===== src/rtl/pool_sched_pkg.sv =====
// Shared state encoding, default geometry and sizing helpers for the
// pooling channel scheduler and its output collector.
package pool_sched_pkg;

  typedef enum logic [2:0] {
    ST_IDLE  = 3'd0,
    ST_CLEAR = 3'd1,
    ST_FEED  = 3'd2,
    ST_FLUSH = 3'd3,
    ST_DRAIN = 3'd4,
    ST_NEXT  = 3'd5,
    ST_DONE  = 3'd6
  } state_t;

  localparam int DEF_IMG_W      = 7;
  localparam int DEF_IMG_H      = 7;
  localparam int DEF_NUM_CH     = 4;
  localparam int DEF_DW         = 16;
  localparam int DEF_AW         = 16;
  localparam int DEF_TIMEOUT    = 256;
  localparam int DEF_CLR_CYCLES = 2;
  localparam int PIX_PER_CH     = DEF_IMG_W * DEF_IMG_H;

  // Bits needed to hold any value in 0..max_val.
  function automatic int cnt_w(input int max_val);
    return (max_val < 2) ? 1 : $clog2(max_val + 1);
  endfunction

  // Zero pixels needed to push the last window through the line buffer.
  function automatic int flush_len(input int img_w);
    return img_w * 3 + 4;
  endfunction

  function automatic int max3(input int a, input int b, input int c);
    int m;
    m = (a > b) ? a : b;
    return (m > c) ? m : c;
  endfunction

  // True when every channel-packed address fits in an aw-bit space.
  function automatic bit addr_fits(input int num_ch, input int pix, input int aw);
    longint span;
    span = longint'(num_ch) * longint'(pix);
    return (aw >= 62) || (span <= (longint'(1) << aw));
  endfunction

endpackage


===== src/rtl/pool_out_collector.sv =====
// Captures engine results into the output feature memory at channel-packed
// addresses; counts outputs per channel and flags any surplus output.
module pool_out_collector
  import pool_sched_pkg::*;
#(
  parameter int Datawidth  = DEF_DW,
  parameter int AW         = DEF_AW,
  parameter int OUT_PER_CH = PIX_PER_CH
) (
  input  logic                 CLK,
  input  logic                 CLR,
  input  logic                 err_clr,
  input  logic                 cnt_clr,
  input  logic                 capture_en,
  input  logic [AW-1:0]        ch_base,
  input  logic                 eng_valid_out,
  input  logic [Datawidth-1:0] eng_out,
  output logic                 out_full,
  output logic                 err_overflow,
  output logic                 wr_en,
  output logic [AW-1:0]        wr_addr,
  output logic [Datawidth-1:0] wr_data
);

  localparam int OUT_W = cnt_w(OUT_PER_CH);

  logic [OUT_W-1:0] out_cnt;

  assign out_full = (out_cnt == OUT_W'(OUT_PER_CH));

  always_ff @(posedge CLK) begin
    if (CLR) begin
      out_cnt      <= '0;
      err_overflow <= 1'b0;
      wr_en        <= 1'b0;
      wr_addr      <= '0;
      wr_data      <= '0;
    end else begin
      wr_en <= 1'b0;
      if (cnt_clr) begin
        out_cnt <= '0;
      end
      if (err_clr) begin
        err_overflow <= 1'b0;
      end
      if (capture_en && eng_valid_out) begin
        if (!out_full) begin
          wr_en   <= 1'b1;
          wr_addr <= ch_base + AW'(out_cnt);
          wr_data <= eng_out;
          out_cnt <= out_cnt + OUT_W'(1);
        end else begin
          err_overflow <= 1'b1;
        end
      end
    end
  end

endmodule


===== src/rtl/pool_channel_scheduler.sv =====
// Runs the 7x7 window engine over a multi-channel feature map one channel
// at a time: clear, feed pixels, flush zeros, then drain results to memory.
//
// state    | meaning
// ---------+-----------------------------------------------------------
// ST_IDLE  | waiting for start
// ST_CLEAR | engine clear pulse, per-channel counters reset
// ST_FEED  | one input-memory read per cycle for the current channel
// ST_FLUSH | zero pixels pushed to drain the line buffer
// ST_DRAIN | waiting for the remaining outputs, bounded by the timeout
// ST_NEXT  | advance to the next channel or finish
// ST_DONE  | one-cycle done pulse
module pool_channel_scheduler
  import pool_sched_pkg::*;
#(
  parameter int IMG_Width  = DEF_IMG_W,
  parameter int IMG_Height = DEF_IMG_H,
  parameter int NUM_CH     = DEF_NUM_CH,
  parameter int Datawidth  = DEF_DW,
  parameter int CLR_CYCLES = DEF_CLR_CYCLES,
  parameter int TIMEOUT    = DEF_TIMEOUT,
  parameter int AW         = DEF_AW
) (
  input  logic                 CLK,
  input  logic                 CLR,
  input  logic                 start,
  output logic                 busy,
  output logic                 done,
  output logic                 err_timeout,
  output logic                 err_overflow,
  output logic                 rd_en,
  output logic [AW-1:0]        rd_addr,
  input  logic [Datawidth-1:0] rd_data,
  output logic                 eng_clr,
  output logic                 eng_valid_in,
  output logic [Datawidth-1:0] eng_in,
  input  logic                 eng_valid_out,
  input  logic [Datawidth-1:0] eng_out,
  output logic                 wr_en,
  output logic [AW-1:0]        wr_addr,
  output logic [Datawidth-1:0] wr_data
);

  localparam int OUT_PER_CH = IMG_Width * IMG_Height;
  localparam int FLUSH_LEN  = flush_len(IMG_Width);
  localparam int CH_W       = cnt_w(NUM_CH - 1);
  localparam int PIX_W      = cnt_w(OUT_PER_CH - 1);
  localparam int TMR_W      = cnt_w(max3(CLR_CYCLES, FLUSH_LEN, TIMEOUT) - 1);

  if (!addr_fits(NUM_CH, OUT_PER_CH, AW)) begin : g_addr_chk
    $error("NUM_CH*OUT_PER_CH exceeds the AW-bit address space");
  end

  state_t             state, state_next;
  logic [CH_W-1:0]    ch;
  logic [PIX_W-1:0]   pix_cnt;
  logic [TMR_W-1:0]   tmr;
  logic [AW-1:0]      ch_base;
  logic               feed_q, zero_q;
  logic               tmr_tc, last_pix, last_ch, out_full;
  logic               start_acc, drain_timeout, capture_en, cnt_clr, flush_issue;

  assign tmr_tc   = (tmr == '0);
  assign last_pix = (pix_cnt == PIX_W'(OUT_PER_CH - 1));
  assign last_ch  = (ch == CH_W'(NUM_CH - 1));
  assign ch_base  = AW'(ch) * AW'(OUT_PER_CH);
  assign rd_addr  = ch_base + AW'(pix_cnt);

  // Read data arrives one cycle after rd_en, aligned with the delayed strobe.
  assign eng_valid_in = feed_q | zero_q;
  assign eng_in       = feed_q ? rd_data : '0;

  always_ff @(posedge CLK) begin
    if (CLR) begin
      state <= ST_IDLE;
    end else begin
      state <= state_next;
    end
  end

  always_comb begin
    state_next = state;
    unique case (state)
      ST_IDLE:  if (start) state_next = ST_CLEAR;
      ST_CLEAR: if (tmr_tc) state_next = ST_FEED;
      ST_FEED:  if (last_pix) state_next = ST_FLUSH;
      ST_FLUSH: if (tmr_tc) state_next = ST_DRAIN;
      ST_DRAIN: if (out_full || tmr_tc) state_next = ST_NEXT;
      ST_NEXT:  state_next = last_ch ? ST_DONE : ST_CLEAR;
      ST_DONE:  state_next = ST_IDLE;
      default:  state_next = ST_IDLE;
    endcase
  end

  always_comb begin
    busy          = 1'b0;
    done          = 1'b0;
    rd_en         = 1'b0;
    eng_clr       = CLR;
    capture_en    = 1'b0;
    cnt_clr       = 1'b0;
    flush_issue   = 1'b0;
    start_acc     = 1'b0;
    drain_timeout = 1'b0;
    unique case (state)
      ST_IDLE:  start_acc = start;
      ST_CLEAR: begin
        busy    = 1'b1;
        eng_clr = 1'b1;
        cnt_clr = 1'b1;
      end
      ST_FEED: begin
        busy       = 1'b1;
        rd_en      = 1'b1;
        capture_en = 1'b1;
      end
      ST_FLUSH: begin
        busy        = 1'b1;
        flush_issue = 1'b1;
        capture_en  = 1'b1;
      end
      ST_DRAIN: begin
        busy          = 1'b1;
        capture_en    = 1'b1;
        drain_timeout = !out_full && tmr_tc;
      end
      ST_NEXT:  busy = 1'b1;
      ST_DONE:  done = 1'b1;
      default:  busy = 1'b0;
    endcase
  end

  // One shared down-counter times CLEAR, FLUSH and DRAIN; loaded on entry.
  always_ff @(posedge CLK) begin
    if (CLR) begin
      ch          <= '0;
      pix_cnt     <= '0;
      tmr         <= '0;
      feed_q      <= 1'b0;
      zero_q      <= 1'b0;
      err_timeout <= 1'b0;
    end else begin
      feed_q <= rd_en;
      zero_q <= flush_issue;

      if (state_next != state) begin
        unique case (state_next)
          ST_CLEAR: tmr <= TMR_W'(CLR_CYCLES - 1);
          ST_FLUSH: tmr <= TMR_W'(FLUSH_LEN - 1);
          ST_DRAIN: tmr <= TMR_W'(TIMEOUT - 1);
          default:  tmr <= '0;
        endcase
      end else if (!tmr_tc) begin
        tmr <= tmr - TMR_W'(1);
      end

      if (start_acc) begin
        ch <= '0;
      end else if (state == ST_NEXT && !last_ch) begin
        ch <= ch + CH_W'(1);
      end

      if (cnt_clr) begin
        pix_cnt <= '0;
      end else if (rd_en) begin
        pix_cnt <= pix_cnt + PIX_W'(1);
      end

      if (start_acc) begin
        err_timeout <= 1'b0;
      end else if (drain_timeout) begin
        err_timeout <= 1'b1;
      end
    end
  end

  pool_out_collector #(
    .Datawidth (Datawidth),
    .AW        (AW),
    .OUT_PER_CH(OUT_PER_CH)
  ) u_out_collector (
    .CLK          (CLK),
    .CLR          (CLR),
    .err_clr      (start_acc),
    .cnt_clr      (cnt_clr),
    .capture_en   (capture_en),
    .ch_base      (ch_base),
    .eng_valid_out(eng_valid_out),
    .eng_out      (eng_out),
    .out_full     (out_full),
    .err_overflow (err_overflow),
    .wr_en        (wr_en),
    .wr_addr      (wr_addr),
    .wr_data      (wr_data)
  );

endmodule

===== config.mk =====
export PLATFORM = sky130hd
export DESIGN_NAME = pool_channel_scheduler
export DESIGN_NICKNAME = d
export VERILOG_FILES = /design/src/rtl/pool_sched_pkg.sv /design/src/rtl/pool_out_collector.sv /design/src/rtl/pool_channel_scheduler.sv
export SDC_FILE = /design/constraint.sdc
export NUM_CORES = 1
export LEC_CHECK = 0
export CAP_MARGIN = 20
export CORE_MARGIN = 1
export CORE_UTILIZATION = 41
export DETAILED_ROUTE_END_ITERATION = 7
export MAX_ROUTING_LAYER = met4
export PLACE_DENSITY = 0.77
export SYNTH_ARGS = -nofsm -noshare
export SYNTH_HDL_FRONTEND = slang
export SYNTH_SLANG_ARGS = --single-unit
export TNS_END_PERCENT = 20

===== constraint.sdc =====
create_clock -name CLK -period 2 [get_ports CLK]
set_input_delay 0.3 -clock CLK [delete_from_list [all_inputs] [get_ports CLK]]
set_output_delay 0.3 -clock CLK [all_outputs]
set_load 0.01 [all_outputs]

# Word level (Yosys, flattened, before mapping)
# Cells that the tools add are included.
[totals] reg_bits=62 inputBits=36 output_inout_bits=72
[classes] n_addsub=6 mul=1 eq_ne=14 n_mux=27 bitwise_logic=3 n_reduce_logical=14
[op_table] cell="8-bit one-hot mux with 3 select lines" count=1
[op_table] cell="8-bit by 6-bit adder with 9-bit output" count=2
[op_table] cell="3-bit two-way mux" count=6
[op_table] cell="6-bit two-way mux" count=3
[op_table] cell="3-bit one-hot mux with 6 select lines" count=1
[op_table] cell="16-bit two-way mux" count=1
[op_table] cell="8-bit two-way mux" count=2
[op_table] cell="1-bit two-way mux" count=13
[op_table] cell="6-bit by 1-bit adder with 6-bit output (second input constant)" count=2
[op_table] cell="3-bit equality test (second input constant)" count=4
[op_table] cell="6-bit equality test (second input constant)" count=2
[op_table] cell="3-bit by 2-bit equality test with 1-bit output (second input constant)" count=3
[op_table] cell="8-bit zero test" count=1
[op_table] cell="2-bit by 6-bit multiplier with 8-bit output (second input constant)" count=1
[op_table] cell="8-bit by 1-bit subtractor with 8-bit output (second input constant)" count=1
[op_table] cell="3-bit by 1-bit equality test with 1-bit output (second input constant)" count=2
[op_table] cell="2-bit OR reduction" count=3
[op_table] cell="5-bit OR reduction" count=1
[op_table] cell="1-bit logical AND" count=3
[op_table] cell="3-bit zero test" count=1
[op_table] cell="3-bit != test" count=1
[op_table] cell="3-bit OR reduction" count=1
[op_table] cell="2-bit by 1-bit adder with 2-bit output (second input constant)" count=1
[op_table] cell="2-bit equality test (second input constant)" count=1
[op_table] cell="other kinds (6)" count=8

# Depth between registers and ports, before layout
# Gate-level depths: netlist of run 1.
[logic_depth] depth_word=7 depth_mapped=9

# Modules after synthesis
# Synthesis of run 1 repeated with hierarchy kept, for this count alone.
[unflattened] cells_unflattened=462 hier_area_um2=3768.6
[modules_own_cells] mod="pool_out_collector" instances=1 cells_per_inst=251 area_each_um2=2113.3
[modules_own_cells] mod="pool_channel_scheduler" instances=1 cells_per_inst=211 area_each_um2=1655.3

# Least setup slack after synthesis of run 1
# Ideal clock, no wire load.
[synth_timing] path_type="register -> output" from="reg ch[0]" to="out rd_addr[6]" arrival_ns=1.655 required_time_ns=1.700 setup_slack_ns=0.045 stages_incl_launch_ff=8 path_cell_list="dfxtp_1 -> ha_1 -> inv_1 -> fa_1 -> nor2_1 -> a21o_1 -> a21oi_1 -> xnor2_1"
[synth_via] elab_chain_len=2
[synth_rtl] element="start: declaration" line_no="pool_channel_scheduler.sv:55" text="logic [CH_W-1:0] ch;"
[synth_rtl] element="start signal: assignment" line_no="pool_channel_scheduler.sv:160" text="ch <= ch + CH_W'(1);"
[synth_rtl] element="2-bit by 6-bit multiplier with 8-bit output" line_no="pool_channel_scheduler.sv:66" text="assign ch_base = AW'(ch) * AW'(OUT_PER_CH);"
[synth_rtl] element="8-bit by 6-bit adder with 9-bit output" line_no="pool_channel_scheduler.sv:67" text="assign rd_addr = ch_base + AW'(pix_cnt);"
[synth_rtl] element="end: declaration" line_no="pool_channel_scheduler.sv:32" text="output logic [AW-1:0] rd_addr,"
# No other way between the ends.

# Final worst setup path of run 1
# Ends and elaborated chain as after synthesis.

==> results.cfg, run 1 <==
[grt]
grt.total_usage_pct = 22.50
grt_overflow = 0
grt_max_degree = 47
grt_pass1_wl_um = 13450
antenna_found_initial = 0
grt_pass1_vias = 3064

[logic_synthesis]
synthArstFlopShare_pct = 0
synth_fa_ha_area_share_pct = 7.429
synth-seq-cells = 55
synth_flop_cell = dfxtp_1
synthCells = 384
synth-simple-area-share_pct = 25.59
ys_warn_count = 0
synth_area_um2 = 3065
synth_top_family_by_area = simple AND/OR/NAND/NOR gates
synth-edff-count = 0
syn_area_per_cell_um2 = 7.983
seq_area_frac_synth_pct = 35.92
synth.area.mux_share_pct = 0.3265
synth_compound_area_share_pct = 15.31
synth_xor_area_share_pct = 6.857
synth.distinct_cells = 51

[power]
switching_share_pct = 34.42
power_switching_mw = 1.292
power_frac_comb_pct = 42.8
seqPwrFrac_pct = 36.8
power_density_nw_per_um2 = 814.6
leakage_nw = 1.863
power.internal_mw = 2.461
peakVddDrop_mv = 0.4611
power_frac_clock_pct = 20.4

[setup_path]
r2r-start = u_out_collector.out_cnt[1]
crit_buf_inv = 2
path_cells = ha_4, inv_2, fa_2, nor2_4, a21o_1, a21oi_2, xnor2_1, buf_2
reg2reg_depth = 8
critPathTopFamily = adder cells
timing.rr.end = tmr[6]
rrSetupSlack_ns = 0.01
worst-path-stages = 8
arrival_ns = 1.85
endpoint_kind = output pin
path_class = flop to output pin
max_stage_delay_ns = 0.39
cp.required_ns = 1.70
endpoint = rd_addr[6]
start_kind = flop
crit_fanout = 4
crit_start = ch[0]
crit_slowest_cell = dfxtp_4

[sta]
setup_tns_ns = -0.6639
whs_ns = 0.4587
finalWorstSetupSlack_ns = -0.1546
fin_worst_skew_ns = 0.004716
hold_viol_final = 0
grt_setup_unrepaired = true
max_freq_ghz = 0.4641
period_minus_slack_ns = 2.155
drv_slew = 0
finalSetupViolations = 6
min_period_over_period_pct = 107.7

[routing]
routedWlPerCell_um = 13.38
drt-total-wl_um = 8201
route.vias.total = 3074
drt_iter0_drc = 114
viasPerCell = 5.015
dr.pass1.iters = 4
drc = 0
postRouteAntennaNets = 0

[clock_tree]
htree_levels = 2
cts_tree = built
cts_root_buffer = clkbuf_8
clock_path_buffers = 2
clkSinkCount = 55
insertion_delay_ns = 0.31
ctsHoldBuffers = 0
numCtsBuffers = 5
clk_pin_slew_worst_paths_ns = 0.10

[floorplanning]
fp.dieH_um = 88.47
pin_count = 108
die_width_um = 88.47
initial_utilization_pct = 42.26
coreArea_um2 = 7253
rows = 31
dieArea_um2 = 7826

[run_status]
violations = negative setup slack
status = finished with violations

[final_layout]
layout-drive-gt1-share_pct = 20.62
syn_to_final_growth_pct = 50.29
antenna_cells = 0
fin_nets = 566

[hold_path]
hold_class = flop to flop

[placement]
port_buffers = 93
routabilityCongestion = 0.8772
dp_hpwl_um = 5877

[run]
max-cap-violations = 0
-- per-stage QoR --
step / cell area [µm²] / util [%] / total power [mW] / cells / setup slack, ns
6_report: 4607 / 63.52 / 3.753 / 613 / -0.1546
5_1_grt: 4607 / 63.52 / 4.016 / 613 / -0.2560
4_1_cts: 4527 / 62.41 / 3.765 / 611 / -0.1993
3_5_place_dp: 4358 / 60.08 / 2.983 / 603 / -0.4003
3_3_place_gp: 4358 / 60.08 / 2.920 / 603 / -0.3494
2_1_floorplan: 3114 / - / 2.340 / 397 / 0.04530
-- worst min-delay path, cell delays in order, from the launching register on --
cell and delay, ns:
dfxtp_1 0.32, nand2_1 0.05, a21oi_1 0.05
-- worst min-delay path by stage --
| stage | start | to | slack [ns] | cells past startpoint |
|---|---|---|---|---|
| 2_1_floorplan | eng_out[0] | u_out_collector.wr_data[0] | 0.44 | 2 |
| 3_3_place_gp | u_out_collector.wr_addr[5] | u_out_collector.wr_addr[5] | 0.44 | 2 |
| 3_5_place_dp | u_out_collector.wr_data[0] | u_out_collector.wr_data[0] | 0.45 | 2 |
| 4_1_cts | u_out_collector.wr_data[14] | u_out_collector.wr_data[14] | 0.46 | 2 |
| 5_1_grt | u_out_collector.wr_data[0] | u_out_collector.wr_data[0] | 0.48 | 2 |
| 6_report | u_out_collector.wr_data[14] | u_out_collector.wr_data[14] | 0.46 | 2 |
-- layout make-up --
class,instances,area (µm²)
sequential,55,1120
multi-input combinational,291,1888
clock buffer,6,82.58
timing repair buffer,146,1305
tap,99,123.9
inverter,14,52.55
fill,624,2646
clock inverter,2,35.03
-- cell usage in the layout (no fill, tap or decap), types with 3 or more instances in the layout --
master	n
clkdlybuf4s50_1	81
nand2_1	57
buf_4	52
dfxtp_1	48
a21oi_1	37
nor2_1	35
and2_1	18
conb_1	14
xnor2_1	13
inv_1	10
xor2_1	10
nand3_1	10
ha_1	9
a211oi_1	7
a21o_1	6
clkbuf_8	6
buf_2	6
nand3b_1	5
ha_4	5
inv_2	4
or2_2	4
nor3_1	4
nand4_1	4
o21ai_0	4
dfxtp_4	4
nor2_2	3
a31oi_1	3
dlygate4sd2_1	3
dfxtp_2	3
-- flip-flops by register name (all words and copies together) (netlist names) --
register                      count
u_out_collector.wr_en             1
feed_q                            1
tmr                               8
err_timeout                       1
pix_cnt                           6
u_out_collector.out_cnt           6
u_out_collector.wr_addr           9
u_out_collector.err_overflow      1
state                             3
ch                                2
u_out_collector.wr_data          16
zero_q                            1
-- synthesized netlist by cell type (all sizes together), types with 2 or more instances --
| library cell | instances | area share [%] |
|---|---|---|
| fa | 2 | 1.3 |
| a31oi | 3 | 0.61 |
| a211oi | 7 | 1.7 |
| a21oi | 38 | 6.2 |
| a21o | 6 | 1.5 |
| o22ai | 2 | 0.41 |
| and4b | 2 | 0.65 |
| xor2 | 10 | 2.9 |
| dfxtp | 55 | 36 |
| a22oi | 2 | 0.49 |
| and2 | 18 | 3.7 |
| inv | 14 | 1.7 |
| nor2 | 40 | 5.0 |
| clkbuf | 13 | 1.6 |
| or2 | 5 | 1.0 |
| nand3b | 5 | 1.2 |
| buf | 24 | 5.1 |
| a32oi | 2 | 0.57 |
| o21ai | 6 | 0.98 |
| nand3 | 10 | 1.6 |
| ha | 15 | 6.1 |
| a41oi | 2 | 0.57 |
| nor3b | 3 | 0.90 |
| nor3 | 6 | 1.3 |
| xnor2 | 14 | 4.0 |
| nand4 | 4 | 0.82 |
| nor2b | 3 | 0.61 |
| nand2 | 57 | 7.0 |
-- logic make-up after synthesis --
logic type,after synthesis
simple gates,160
compound gates,75
flops,55
buf+inv,51
xor+xnor,24
fa+ha+maj,17
other cells,1
mux,1
-- metal layers --
metal  up-vias  share of wire [%]  wire [µm]  GRT usage [%]
met5         -                  0          0              -
met4         0                1.8        146          6.452
met3        15                6.0        495          4.571
met2       112                 50       4112          40.28
met1      1427                 42       3447          25.23
li1       1520                  -          -              -
-- what timing repair did --
item	4_1_cts	5_1_grt
setup endpoints to repair	14	16
pin swaps	11	10
gates resized for setup	53	19
buffers inserted	0	2
-- power groups by stage --
stage               Clock [mW]  Combinational (mW)  Sequential [mW]
floorplan                    0               0.968             1.37
global placement             0                1.53             1.39
detailed placement           0                1.58             1.40
CTS                      0.782                1.60             1.38
global route             0.828                1.79             1.40
finish                   0.766                1.61             1.38
Power figures use the tool's default switching activity.
==> run 2, diff against run 1 <==
--- a/config.mk
+++ b/config.mk
@@ -5,12 +5,12 @@
 export SDC_FILE = /design/constraint.sdc
 export NUM_CORES = 1
 export LEC_CHECK = 0
-export CAP_MARGIN = 20
 export CORE_MARGIN = 1
 export CORE_UTILIZATION = 41
 export DETAILED_ROUTE_END_ITERATION = 7
 export MAX_ROUTING_LAYER = met4
 export PLACE_DENSITY = 0.77
+export SETUP_SLACK_MARGIN = 0.5
 export SYNTH_ARGS = -nofsm -noshare
 export SYNTH_HDL_FRONTEND = slang
 export SYNTH_SLANG_ARGS = --single-unit
==> results.cfg, run 2 (same netlist as run 1, synthesis figures left out) <==
[final_layout]
antenna_cells = 0
fin_nets = 587
top_regs = u_out_collector.wr_data x16, u_out_collector.wr_addr x9, tmr x8
largest_reg_flops = 16
regMostFlops = u_out_collector.wr_data
final_cell_count_no_fill = 634
mostFrequentLayoutCells = dfxtp_1, buf_4, clkdlybuf4s50_1
fillers = 513
syn_to_final_growth_pct = 79.31
final_util_pct = 75.78
final_common_cell = dfxtp_1
layout-drive-gt1-share_pct = 44.67

[grt]
grt_max_degree = 47
grt_pass1_wl_um = 16420
grt_pass1_vias = 3493
grt_overflow = 0
antenna_found_initial = 0
grt.total_usage_pct = 27.90

[setup_path]
timing.rr.end = u_out_collector.wr_addr[7]
r2r-start = ch[0]
endpoint_kind = output pin
start_kind = flop
arrival_ns = 1.90
path_cells = ha_4, inv_2, fa_2, nor2_2, a21o_1, a21oi_2, xnor2_1, buf_2
crit_fanout = 4
cp.required_ns = 1.70
crit_start = ch[0]
endpoint = rd_addr[6]
rrSetupSlack_ns = -0.12
path_class = flop to output pin
reg2reg_depth = 11
max_stage_delay_ns = 0.39
crit_slowest_cell = dfxtp_4

[placement]
routabilityCongestion = 0.8411
dp_worst_setup_slack_ns = -0.2294
port_buffers = 93
dp_hpwl_um = 5952
place_inst = 594

[sta]
drv_slew = 0
hold_viol_final = 0
max_freq_ghz = 0.4538
period_minus_slack_ns = 2.204
tightest_slew_ns = 0.6440
grt_setup_unrepaired = true
fin_worst_skew_ns = 0.01269
finalSetupViolations = 6
min_period_over_period_pct = 110.2
slew-limit-headroom_pct = 57.07
finalWorstSetupSlack_ns = -0.2037

[routing]
viasPerCell = 5.278
drc = 0
route.vias.total = 3346
dr.pass1.iters = 4
postRouteAntennaNets = 0
routedWlPerCell_um = 17.39
drt_iter0_drc = 126
drt-total-wl_um = 11030

[hold_path]
hold_start = u_out_collector.wr_data[15]
min_path_cells = 2
hold_class = flop to flop

[clock_tree]
clk_pin_slew_worst_paths_ns = 0.10
clock_path_buffers = 2
clkSinkCount = 55
cts_tree = built
cts_root_buffer = clkbuf_8
ctsHoldBuffers = 0
htree_levels = 2
insertion_delay_ns = 0.32
numCtsBuffers = 5

[floorplanning]
die_width_um = 88.47
coreArea_um2 = 7253
rows = 31
initial_utilization_pct = 42.26
fp.dieH_um = 88.47
dieArea_um2 = 7826
pin_count = 108

[run]
max-cap-violations = 0

[run_status]
violations = negative setup slack
status = finished with violations

[power]
leakage_nw = 2.459
power_density_nw_per_um2 = 799.4
peakVddDrop_mv = 0.4809
-- run 2: changes by cell type in the layout (fill, tap and decap cells not counted), sizes merged --
cell	previous run	this run
clkdlybuf4s50	81	36
dlygate4sd2	3	32
buf	59	87
clkbuf	7	15
dlymetal6s2s	1	3
bufinv	1	0
-- run 2: timing repair --
action | CTS | global route
pin swaps | 81 | 78
setup buffers | 23 | 6
resized for setup | 261 | 59
gates cloned | 3 | 0
endpoints found under the setup margin | 99 | 73
-- run 2: area by class of cell --
class	count	area, µm²	share of cell area [%]
clock inverter	1	5.005	0.09105
timing repair buffer	167	1593	28.98
sequential	55	1144	20.81
multi-input combinational	291	2464	44.82
inverter	14	60.06	1.093
clock buffer	7	107.6	1.958
tap	99	123.9	2.254
-- run 2: per-stage QoR --
stage | cell area, µm² | hold slack [ns] | power, mW | TNS (ns)
6_report | 5497 | 0.4583 | 4.394 | -0.8850
5_1_grt | 5497 | 0.4804 | 4.614 | -1.242
4_1_cts | 5265 | 0.4618 | 4.086 | -0.3224
3_5_place_dp | 4397 | 0.4506 | 2.928 | -0.7215
3_3_place_gp | 4397 | 0.4390 | 2.875 | -0.6041
2_1_floorplan | 3239 | 0.4360 | 2.365 | 0
-- run 2: worst min-delay path by stage --
stage	slack, ns	endpoint
3_3_place_gp	0.44	u_out_collector.wr_addr[2]
5_1_grt	0.48	u_out_collector.wr_data[4]
6_report	0.46	u_out_collector.wr_data[15]
4_1_cts	0.46	u_out_collector.wr_data[15]
3_5_place_dp	0.45	u_out_collector.wr_data[2]
2_1_floorplan	0.44	u_out_collector.wr_data[0]
-- run 2: where the power goes --
group	total [mW]	switching, mW	internal (mW)
clock	0.748	0.391	0.356
sequential	1.39	0.143	1.25
combinational	2.26	1.17	1.09
-- run 2: layer usage --
layer	vias to the layer above	track usage, %	share of wire, %
li1	1566	-	-
met1	1628	29.41	38
met2	132	52.38	55
met3	20	5.037	4.9
met4	0	8.651	2.1
met5	-	-	0
-- run 2: worst max-delay path, delay by kind of cell, from the launching register on --
family	cells	cell delay, ns
AO/OA/AOI/OAI	2	0.24
XOR/XNOR	1	0.13
adder cells (fa/ha/maj)	2	0.50
buffers and inverters	2	0.18
flip-flops	1	0.39
AND/OR/NAND/NOR	1	0.15
